[config.mk]
export PLATFORM = sky130hd
export DESIGN_NAME = fetch_sequencer
export DESIGN_NICKNAME = d
export VERILOG_FILES = /design/src/rtl/fetch_sequencer.sv
export SDC_FILE = /design/constraint.sdc
export NUM_CORES = 1
export LEC_CHECK = 0
export CORE_MARGIN = 4
export CORE_UTILIZATION = 45
export DETAILED_ROUTE_END_ITERATION = 8
export GPL_TIMING_DRIVEN = 0
export MAX_ROUTING_LAYER = met4
export PLACE_DENSITY = 0.83
export SYNTH_ARGS = -nofsm -noshare
export SYNTH_HDL_FRONTEND = slang
export SYNTH_SLANG_ARGS = --single-unit
[constraint.sdc]
create_clock -name clk -period 4.2 [get_ports clk]
set_input_delay 0.84 -clock clk [delete_from_list [all_inputs] [get_ports clk]]
set_output_delay 0.84 -clock clk [all_outputs]
set_load 0.005 [all_outputs]
[src/rtl/fetch_sequencer.sv]
// Program-counter sequencer: boots, advances, redirects, stalls, flushes and halts fetch.
// Optional performance counters are enabled by defining FETCH_SEQ_PERF_EN.
module fetch_sequencer #(
    parameter int                 ADDR_W       = 9,
    parameter logic [ADDR_W-1:0]  RESET_PC     = '0,
    parameter logic [15:0]        HALT_WORD    = 16'hffff,
    parameter int                 FLUSH_CYCLES = 1
) (
    input  logic              clk,
    input  logic              rst,
    input  logic              stall,
    input  logic              do_branch,
    input  logic              do_jump,
    input  logic [ADDR_W-1:0] target,
    input  logic              fetched_valid,
    input  logic [15:0]       fetched_word,
    output logic [ADDR_W-1:0] pc,
    output logic              fetch_en,
    output logic              flush,
    output logic              halted
`ifdef FETCH_SEQ_PERF_EN
    ,
    output logic [31:0]       fetch_count,
    output logic [31:0]       bubble_count
`endif
);

    typedef enum logic [1:0] {
        ST_BOOT,
        ST_RUN,
        ST_FLUSH,
        ST_HALT
    } state_e;

    localparam logic [2:0]        FLUSH_RELOAD = 3'(FLUSH_CYCLES - 1);
    localparam logic [ADDR_W-1:0] PC_ONE       = ADDR_W'(1);

    state_e            state_q, state_d;
    logic [ADDR_W-1:0] pc_q, pc_d;
    logic              fetch_en_q, fetch_en_d;
    logic              flush_q, flush_d;
    logic              halted_q, halted_d;
    logic [2:0]        cnt_q, cnt_d;
    logic              redirect;

    assign redirect = do_branch | do_jump;

    always_comb begin
        state_d    = state_q;
        pc_d       = pc_q;
        fetch_en_d = fetch_en_q;
        flush_d    = flush_q;
        halted_d   = halted_q;
        cnt_d      = cnt_q;
        case (state_q)
            ST_BOOT: begin
                state_d    = ST_RUN;
                fetch_en_d = 1'b1;
            end
            ST_RUN: begin
                if (redirect) begin
                    state_d    = ST_FLUSH;
                    pc_d       = target;
                    flush_d    = 1'b1;
                    fetch_en_d = 1'b0;
                    cnt_d      = FLUSH_RELOAD;
                end else if (fetched_valid && (fetched_word == HALT_WORD)) begin
                    state_d    = ST_HALT;
                    halted_d   = 1'b1;
                    fetch_en_d = 1'b0;
                end else if (stall) begin
                    fetch_en_d = 1'b0;
                end else begin
                    pc_d       = pc_q + PC_ONE;
                    fetch_en_d = 1'b1;
                end
            end
            ST_FLUSH: begin
                flush_d    = 1'b1;
                fetch_en_d = 1'b0;
                // A second redirect restarts the bubble window at the new target.
                if (redirect) begin
                    pc_d  = target;
                    cnt_d = FLUSH_RELOAD;
                end else if (cnt_q == 3'd0) begin
                    state_d    = ST_RUN;
                    flush_d    = 1'b0;
                    fetch_en_d = 1'b1;
                end else begin
                    cnt_d = cnt_q - 3'd1;
                end
            end
            ST_HALT: begin
                fetch_en_d = 1'b0;
                flush_d    = 1'b0;
            end
            default: state_d = ST_BOOT;
        endcase
    end

    always_ff @(posedge clk or negedge rst) begin
        if (!rst) begin
            state_q    <= ST_BOOT;
            pc_q       <= RESET_PC;
            fetch_en_q <= 1'b0;
            flush_q    <= 1'b0;
            halted_q   <= 1'b0;
            cnt_q      <= '0;
        end else begin
            state_q    <= state_d;
            pc_q       <= pc_d;
            fetch_en_q <= fetch_en_d;
            flush_q    <= flush_d;
            halted_q   <= halted_d;
            cnt_q      <= cnt_d;
        end
    end

    assign pc       = pc_q;
    assign fetch_en = fetch_en_q;
    assign flush    = flush_q;
    assign halted   = halted_q;

`ifdef FETCH_SEQ_PERF_EN
    logic [31:0] fetch_count_q, fetch_count_d;
    logic [31:0] bubble_count_q, bubble_count_d;

    // Counters look at the registered fetch_en, i.e. what fetch actually saw.
    always_comb begin
        fetch_count_d  = fetch_count_q;
        bubble_count_d = bubble_count_q;
        if (state_q != ST_HALT) begin
            if (fetch_en_q && (fetch_count_q != '1))
                fetch_count_d = fetch_count_q + 32'd1;
            if (!fetch_en_q && ((state_q == ST_RUN) || (state_q == ST_FLUSH))
                && (bubble_count_q != '1))
                bubble_count_d = bubble_count_q + 32'd1;
        end
    end

    always_ff @(posedge clk or negedge rst) begin
        if (!rst) begin
            fetch_count_q  <= '0;
            bubble_count_q <= '0;
        end else begin
            fetch_count_q  <= fetch_count_d;
            bubble_count_q <= bubble_count_d;
        end
    end

    assign fetch_count  = fetch_count_q;
    assign bubble_count = bubble_count_q;
`endif

endmodule

==> impl_metrics.env, run 1 <==
export IMPL_status="complete, no violations"
export IMPL_grt_pass1_vias=1123
export IMPL_critPathMaxStageDelay_ns=0.52
export IMPL_die_y_um=57.2
export IMPL_ff2ff_setup_slack_ns=2.29
export IMPL_cts_resized=0
export IMPL_irDropWorstVdd_mv=0.324
export IMPL_fmax_mhz=449
export IMPL_rr_endpoint="pc[8]"
export IMPL_yosysTopAreaCellShare=0.390
export IMPL_p_leak_nw=0.654
export IMPL_cap_violations=0
export IMPL_rsz0062_at_grt="no"
export IMPL_io_pins=43
export IMPL_avgViaCountPerCell=5.69
export IMPL_finish_net_count=207
export IMPL_post_cts_buffers=0
export IMPL_drt_first_iter_violations=12
export IMPL_crit_start="do_jump"
export IMPL_grt_overflow=0
export IMPL_clkPwrFrac=0.105
export IMPL_synth_avg_cell_area_um2=8.93
export IMPL_p_sw_w=0.000338
export IMPL_finalCriticalPeriod_ns=2.23
export IMPL_synthArstFlopShare=1.00
export IMPL_worst_pin_slew_ns=0.787
export IMPL_drive_gt1_frac=0.0774
export IMPL_p_seq_frac=0.349
export IMPL_area_growth_pct=44.3
export IMPL_synth_nets=160
export IMPL_setup_tns_ns=0
export IMPL_gp_congestion=0.837
export IMPL_dp_hpwl_mm=2.24
export IMPL_num_vias=1115
export IMPL_slew_viol_final=0
export IMPL_cts_hold_buffers=0
export IMPL_fp_dieW_um=57.2
export IMPL_grt_max_degree=18
export IMPL_skew_ns=0.00861
export IMPL_root_buffer="clkbuf_4"
export IMPL_ys_ff_latch=17
export IMPL_r2r_start="state_q[0]"
export IMPL_drt_total_wl_mm=2.80
export IMPL_r2r_cells=8
export IMPL_ys_top_cells_by_area="dfrtp_1, ha_1, a21oi_1, o21ai_0, nand2_1"
export IMPL_final_hold_violation_count=0
export IMPL_slew_headroom=0.474
export IMPL_antenna_cells=0
export IMPL_hp_class="reg2reg"
export IMPL_row_count=17
export IMPL_p_int_w=0.000507
export IMPL_ctsLongestPathBuffers=2
export IMPL_coreArea_um2=2250
export IMPL_cts_sinks=17
export IMPL_cts_max_level=1
export IMPL_wl_per_cell_um=14.3
export IMPL_clk_pin_slew_ns=0.10
export IMPL_drc=0
export IMPL_slowest_stage="clkdlybuf4s50_1"
export IMPL_post_synth_top_area_cell="dfrtp_1"
export IMPL_path_max_fanout=10
export IMPL_setup_viol=0
export IMPL_critPathLaunchType="primary input"
export IMPL_drt_first_pass_iters=4
export IMPL_worstSetupEndpoint="state_q[1]"
export IMPL_synth_cell_types=34
export IMPL_most_common_layout_cells="clkdlybuf4s50_1, dfrtp_1, nand2_1, a21oi_1, o21ai_0"
export IMPL_cts_made_buffers=3
export IMPL_switching_share=0.400
export IMPL_worstSetupPathType="in2reg"
export IMPL_yosysWarnings=0
export IMPL_cp_required_ns=4.35
export IMPL_design_die_area_um2=3270
export IMPL_synth_edf_count=0
export IMPL_insertion_delay_ns=0.29
export IMPL_layout_commonest_cell="clkdlybuf4s50_1"
export IMPL_hold_depth=1
export IMPL_pwr_density_cell_nw_per_um2=537
export IMPL_crit_chain="clkdlybuf4s50_1 > nor2_2 > nand2_1 > a21oi_1 > mux2i_1 > a31oi_1"
export IMPL_min_period_over_period=0.531
export IMPL_grt_usage=0.187
export IMPL_p_comb_frac=0.547
export IMPL_synth_seq_area_share=0.390
export IMPL_syn_area_um2=1090
export IMPL_p_total_w=0.000845
export IMPL_ys_flop_type="dfrtp_1"
export IMPL_final_antenna_net_count=0
export IMPL_critPathCaptureType="register"
export IMPL_synthCells=122
export IMPL_start_util=0.483
export IMPL_cts_tree="yes"
export IMPL_portBuffers=42
export IMPL_grt_pass1_wl_mm=4.82
export IMPL_antenna_found_initial=0
export IMPL_cp_data_arrival_time_ns=2.38
==> metrics by stage <==
step	cells	setup slack [ns]	hold WS [ns]	util	cell area (um^2)
after global routing	196	1.87	0.495	0.698	1570
final	196	1.97	0.478	0.698	1570
after detailed placement	192	1.66	0.464	0.685	1550
after floorplan	122	2.25	0.450	-	1090
after global placement	192	1.67	0.455	0.685	1550
after CTS	196	1.97	0.481	0.698	1570
==> critical path: cells and delay by family <==
kind	cells	cell delay, ns
buf+inv	1	0.52
simple gates	2	0.50
mux	1	0.23
compound gates	2	0.29
==> flip-flops by register name, summed over array words and instances (netlist names) <==
register  flops
pc            9
cnt_q         3
state_q       2
fetch_en      1
flush         1
halted        1
==> power by group through the flow <==
| stage | registers [W] | logic, W | clock network [W] |
|---|---|---|---|
| after floorplan | 0.000289 | 0.000269 | 0 |
| after global placement | 0.000293 | 0.000449 | 0 |
| after detailed placement | 0.000296 | 0.000463 | 0 |
| after CTS | 0.000293 | 0.000465 | 0.0000914 |
| after global routing | 0.000307 | 0.000514 | 0.0000981 |
| final | 0.000295 | 0.000462 | 0.0000886 |
==> kinds of logic after synthesis <==
| group | count (synthesis) | synth area share |
|---|---|---|
| buf+inv | 13 | 0.0608 |
| flops | 17 | 0.390 |
| mux | 2 | 0.0184 |
| simple gates | 42 | 0.217 |
| compound gates | 41 | 0.233 |
| fa+ha+maj | 7 | 0.0804 |
==> area by class of cell <==
cell class              count  area [um^2]
clock buffers               3         22.5
flip-flops and latches     17          425
plain buffers               5         36.3
repair buffers             42          420
inverters                   8         30.0
multi-input cells          92          598
clock inverters             1         5.00
fillers                   202          682
well taps                  28         35.0
==> Yosys cell counts, drive strengths merged, types with 3 or more instances <==
| master | n |
|---|---|
| a31oi | 3 |
| dfrtp | 17 |
| nand3 | 6 |
| buf | 4 |
| o21ai | 13 |
| nor2 | 7 |
| ha | 7 |
| nand2 | 15 |
| a21oi | 13 |
| inv | 8 |
| o22ai | 3 |
| nand4 | 5 |
==> layer usage <==
layer,global-route usage,vias to the layer above,share of wire
met5,-,-,0
met4,0.0530,0,0.011
met3,0.0362,4,0.068
met2,0.326,45,0.50
met1,0.217,520,0.42
li1,-,546,-
==> worst min path at each step <==
stage / from / slack [ns] / end
finish: halted / 0.48 / halted
global route: halted / 0.49 / halted
CTS: halted / 0.48 / halted
detailed placement: halted / 0.46 / halted
global placement: halted / 0.45 / halted
floorplan: cnt_q[1] / 0.45 / cnt_q[1]
No activity file was read; power rests on OpenSTA's default activity.
==> run 2: changes to the inputs <==
--- a/config.mk
+++ b/config.mk
@@ -6,11 +6,11 @@
 export NUM_CORES = 1
 export LEC_CHECK = 0
 export CORE_MARGIN = 4
-export CORE_UTILIZATION = 45
+export CORE_UTILIZATION = 43
 export DETAILED_ROUTE_END_ITERATION = 8
 export GPL_TIMING_DRIVEN = 0
 export MAX_ROUTING_LAYER = met4
-export PLACE_DENSITY = 0.83
+export PLACE_DENSITY = 0.8
 export SYNTH_ARGS = -nofsm -noshare
 export SYNTH_HDL_FRONTEND = slang
 export SYNTH_SLANG_ARGS = --single-unit
==> constraint.sdc (replaced) <==
create_clock -name clk -period 2.2 [get_ports clk]
set_input_delay 0.44 -clock clk [delete_from_list [all_inputs] [get_ports clk]]
set_output_delay 0.44 -clock clk [all_outputs]
set_load 0.005 [all_outputs]
==> impl_metrics.env, run 2 (synthesized netlist as in run 1, its figures left out) <==
export IMPL_status="complete, no violations"
export IMPL_finish_net_count=207
export IMPL_portBuffers=42
export IMPL_pwr_density_cell_nw_per_um2=1020
export IMPL_coreArea_um2=2320
export IMPL_drt_first_iter_violations=24
export IMPL_root_buffer="clkbuf_4"
export IMPL_gp_congestion=0.857
export IMPL_slew_viol_final=0
export IMPL_p_comb_frac=0.543
export IMPL_wl_per_cell_um=14.0
export IMPL_clkPwrFrac=0.105
export IMPL_post_cts_buffers=0
export IMPL_worst_pin_slew_ns=0.781
export IMPL_largest_register_ff_count=9
export IMPL_clk_pin_slew_ns=0.10
export IMPL_r2r_start="state_q[0]"
export IMPL_cpLargestDelayFamily="buffers and inverters"
export IMPL_final_hold_violation_count=0
export IMPL_final_fill_count=211
export IMPL_setup_ws_ns=0.272
export IMPL_avgViaCountPerCell=5.62
export IMPL_crit_chain="inv_1 > ha_1 > buf_6 > nor3_2 > clkbuf_1 > nand2_1 > a21oi_1 > a21oi_1"
export IMPL_p_leak_nw=0.654
export IMPL_cts_max_level=1
export IMPL_hp_start="halted"
export IMPL_cp_required_ns=2.38
export IMPL_grt_overflow=0
export IMPL_p_sw_w=0.000641
export IMPL_setup_tns_ns=0
export IMPL_grt_pass1_vias=1091
export IMPL_path_max_fanout=10
export IMPL_timing_critical_path_buf_inv=3
export IMPL_finalCriticalPeriod_ns=1.93
export IMPL_cap_violations=0
export IMPL_cts_hold_buffers=0
export IMPL_p_seq_frac=0.352
export IMPL_num_vias=1102
export IMPL_cts_made_buffers=3
export IMPL_drc=0
export IMPL_area_growth_pct=44.3
export IMPL_start_util=0.470
export IMPL_finalNonFillerCells=196
export IMPL_antenna_cells=0
export IMPL_place_area_um2=1550
export IMPL_grt_pass1_wl_mm=4.61
export IMPL_final_cell_area_um2=1570
export IMPL_crit_start="state_q[0]"
export IMPL_slew_headroom=0.478
export IMPL_dp_cells=192
export IMPL_grt_usage=0.178
export IMPL_critPathMaxStageDelay_ns=0.41
export IMPL_min_period_over_period=0.876
export IMPL_final_antenna_net_count=0
export IMPL_cts_tree="yes"
export IMPL_most_common_layout_cells="clkdlybuf4s50_1, dfrtp_1, nand2_1, a21oi_1, o21ai_0"
export IMPL_dp_hpwl_mm=2.22
export IMPL_drt_total_wl_mm=2.74
export IMPL_layout_commonest_cell="clkdlybuf4s50_1"
export IMPL_die_y_um=58.3
export IMPL_drive_gt1_frac=0.0774
export IMPL_fmax_mhz=519
export IMPL_io_pins=43
export IMPL_grt_max_degree=18
export IMPL_row_count=17
export IMPL_rsz0062_at_grt="no"
export IMPL_setup_viol=0
export IMPL_switching_share=0.399
export IMPL_drt_first_pass_iters=4
export IMPL_ctsLongestPathBuffers=2
export IMPL_p_int_w=0.000968
export IMPL_hp_class="reg2reg"
export IMPL_critPathCaptureType="register"
export IMPL_cts_resized=0
export IMPL_cp_data_arrival_time_ns=2.11
export IMPL_skew_ns=0.00546
export IMPL_worstSetupPathType="reg2reg"
export IMPL_irDropWorstVdd_mv=0.848
export IMPL_antenna_found_initial=0
export IMPL_place_ws_ns=0.0533
export IMPL_design_die_area_um2=3400
export IMPL_fp_dieW_um=58.3
export IMPL_cts_sinks=17
export IMPL_critPathLaunchType="register"
export IMPL_slowest_stage="dfrtp_1"
export IMPL_worst_path_most_repeated_cell="a21oi_1"
export IMPL_utilization=0.678
export IMPL_insertion_delay_ns=0.29
==> run 2: cell counts in the layout (fill, tap and decap cells not counted) <==
No cell type changed its count.
==> run 2: power groups by stage <==
stage	Sequential, W	Clock [W]	Combinational, W
3_3_place_gp	0.000564	0	0.000856
6_report	0.000566	0.000169	0.000874
2_1_floorplan	0.000551	0	0.000513
5_1_grt	0.000592	0.000193	0.000977
4_1_cts	0.000564	0.000180	0.000877
3_5_place_dp	0.000566	0	0.000872
==> run 2: final timing paths <==
kind | to | slack (ns) | depth (start not counted)
max | pc[4] | 0.27 | 8
min | halted | 0.48 | 1
max reg2reg | pc[4] | 0.27 | 8
min reg2reg | halted | 0.48 | 1
max in group asynchronous | pc[0] | 1.12 | 1
min in group asynchronous | state_q[1] | 0.60 | 1
==> run 2: metrics by stage <==
step	power [W]	hold WS [ns]
after global placement	0.00142	0.451
after global routing	0.00176	0.522
after floorplan	0.00106	0.144
after detailed placement	0.00144	0.465
after CTS	0.00162	0.486
final	0.00161	0.483
==> run 2: final cells by class <==
| class | instances | area (um^2) | area share |
|---|---|---|---|
| sequential | 17 | 425 | 0.270 |
| clock inverter | 1 | 5.00 | 0.00318 |
| multi-input combinational | 92 | 598 | 0.380 |
| timing repair buffer | 42 | 420 | 0.267 |
| inverter | 8 | 30.0 | 0.0191 |
| tap | 28 | 35.0 | 0.0223 |
| clock buffer | 3 | 22.5 | 0.0143 |
| buffer | 5 | 36.3 | 0.0231 |
==> run 2: per-layer routing <==
layer  vias to the layer above  global-route usage  share of wire
met3                         4              0.0307          0.061
met1                       510               0.215           0.43
met5                         -                   -              0
li1                        543                   -              -
met4                         0              0.0629          0.013
met2                        45               0.298           0.50
==> run 3: changes to the inputs <==
--- a/config.mk
+++ b/config.mk
@@ -5,12 +5,11 @@
 export SDC_FILE = /design/constraint.sdc
 export NUM_CORES = 1
 export LEC_CHECK = 0
-export CORE_MARGIN = 4
 export CORE_UTILIZATION = 43
 export DETAILED_ROUTE_END_ITERATION = 8
 export GPL_TIMING_DRIVEN = 0
 export MAX_ROUTING_LAYER = met4
-export PLACE_DENSITY = 0.8
+export PLACE_DENSITY = 0.79
 export SYNTH_ARGS = -nofsm -noshare
 export SYNTH_HDL_FRONTEND = slang
 export SYNTH_SLANG_ARGS = --single-unit
==> impl_metrics.env, run 3 (synthesized netlist as in run 1, its figures left out) <==
export IMPL_rr_endpoint="pc[8]"
export IMPL_design_die_area_um2=2740
export IMPL_r2r_start="state_q[0]"
export IMPL_worstSetupPathType="reg2reg"
export IMPL_critPathCaptureType="register"
export IMPL_largest_register_ff_count=9
export IMPL_hp_start="halted"
export IMPL_cts_resized=0
export IMPL_rsz0062_at_grt="no"
export IMPL_skew_ns=0.000950
export IMPL_drt_first_pass_iters=4
export IMPL_fmax_mhz=507
export IMPL_cts_tree="yes"
export IMPL_hold_depth=1
export IMPL_cts_max_level=1
export IMPL_cts_hold_buffers=0
export IMPL_finalNonFillerCells=196
export IMPL_antenna_found_initial=0
export IMPL_worst_pin_slew_ns=0.788
export IMPL_drive_gt1_frac=0.0714
export IMPL_cts_sinks=17
export IMPL_drc=0
export IMPL_root_buffer="clkbuf_4"
export IMPL_layout_commonest_cell="clkdlybuf4s50_1"
export IMPL_portBuffers=42
export IMPL_ff2ff_setup_slack_ns=0.23
export IMPL_coreArea_um2=2300
export IMPL_final_fill_count=200
export IMPL_avgViaCountPerCell=5.75
export IMPL_finalCriticalPeriod_ns=1.97
export IMPL_grt_usage=0.218
export IMPL_cap_violations=0
export IMPL_path_max_fanout=10
export IMPL_row_count=17
export IMPL_status="complete, no violations"
export IMPL_area_growth_pct=44.2
export IMPL_wl_per_cell_um=14.3
export IMPL_grt_pass1_wl_mm=4.32
export IMPL_most_common_layout_cells="clkdlybuf4s50_1, dfrtp_1, nand2_1, a21oi_1, o21ai_0"
export IMPL_antenna_cells=0
export IMPL_fp_dieW_um=52.3
export IMPL_drt_first_iter_violations=30
export IMPL_drt_total_wl_mm=2.80
export IMPL_irDropWorstVdd_mv=0.730
export IMPL_finish_net_count=207
export IMPL_setup_viol=0
export IMPL_hp_class="reg2reg"
export IMPL_ctsLongestPathBuffers=2
export IMPL_insertion_delay_ns=0.30
export IMPL_gp_congestion=0.811
export IMPL_pwr_density_cell_nw_per_um2=1040
export IMPL_dp_cells=192
export IMPL_r2r_cells=8
export IMPL_die_y_um=52.3
export IMPL_io_pins=43
export IMPL_grt_overflow=0
export IMPL_grt_max_degree=18
export IMPL_slew_headroom=0.473
export IMPL_final_hold_violation_count=0
export IMPL_start_util=0.474
export IMPL_final_antenna_net_count=0
export IMPL_dp_hpwl_mm=2.12
export IMPL_setup_tns_ns=0
export IMPL_grt_pass1_vias=1023
export IMPL_min_to="halted"
export IMPL_p_leak_nw=0.651
export IMPL_cp_required_ns=2.40
export IMPL_cp_data_arrival_time_ns=2.17
export IMPL_min_period_over_period=0.897
export IMPL_slew_viol_final=0
export IMPL_num_vias=1127
export IMPL_cts_made_buffers=3
export IMPL_clk_pin_slew_ns=0.10
export IMPL_post_cts_buffers=0
export IMPL_critPathLaunchType="register"
-- run 3: worst max path at each step --
stage	depth (start not counted)	start	endpoint
6_report	8	state_q[0]	pc[8]
5_1_grt	8	state_q[0]	pc[8]
4_1_cts	8	state_q[0]	pc[8]
3_5_place_dp	6	fetched_word[14]	pc[5]
3_3_place_gp	6	fetched_word[14]	pc[5]
2_1_floorplan	8	state_q[0]	pc[5]
-- run 3: routing by layer --
metal | vias up | global-route usage | share of wire
met5 | - | - | 0
met4 | 0 | 0.0351 | 0.0046
met3 | 4 | 0.0667 | 0.057
met2 | 43 | 0.382 | 0.51
met1 | 538 | 0.248 | 0.43
li1 | 542 | - | -
-- run 3: worst max-delay path: stages (launching register included) --
cell and delay [ns]:
dfrtp_1 0.42, inv_1 0.10, ha_1 0.21, buf_6 0.14
nor3_2 0.31, clkbuf_1 0.36, nand2_1 0.11, a21oi_1 0.17
a21oi_1 0.05
-- run 3: area by class of cell --
type | instances | area (um^2) | share of cell area
inverter | 8 | 30.0 | 0.0191
timing repair buffer | 42 | 420 | 0.268
clock buffer | 4 | 26.3 | 0.0167
sequential | 17 | 425 | 0.271
tap | 28 | 35.0 | 0.0223
multi-input combinational | 92 | 598 | 0.381
buffer | 5 | 36.3 | 0.0231
-- run 3: report_power, final --
| part | internal, W | switching [W] |
|---|---|---|
| clock network | 0.0000707 | 0.000107 |
| logic | 0.000473 | 0.000418 |
| registers | 0.000430 | 0.000138 |
| total | 0.000973 | 0.000663 |
-- run 3: metrics by stage --
stage / total power [W] / cell area [um^2] / worst slack (ns) / hold slack [ns] / util
final: 0.00164 / 1570 / 0.228 / 0.483 / 0.684
after global placement: 0.00141 / 1550 / 0.0751 / 0.454 / 0.673
after floorplan: 0.00106 / 1090 / 0.515 / 0.144 / -
after global routing: 0.00176 / 1570 / 0.117 / 0.518 / 0.684
after CTS: 0.00163 / 1570 / 0.241 / 0.490 / 0.684
after detailed placement: 0.00145 / 1550 / 0.0436 / 0.466 / 0.673
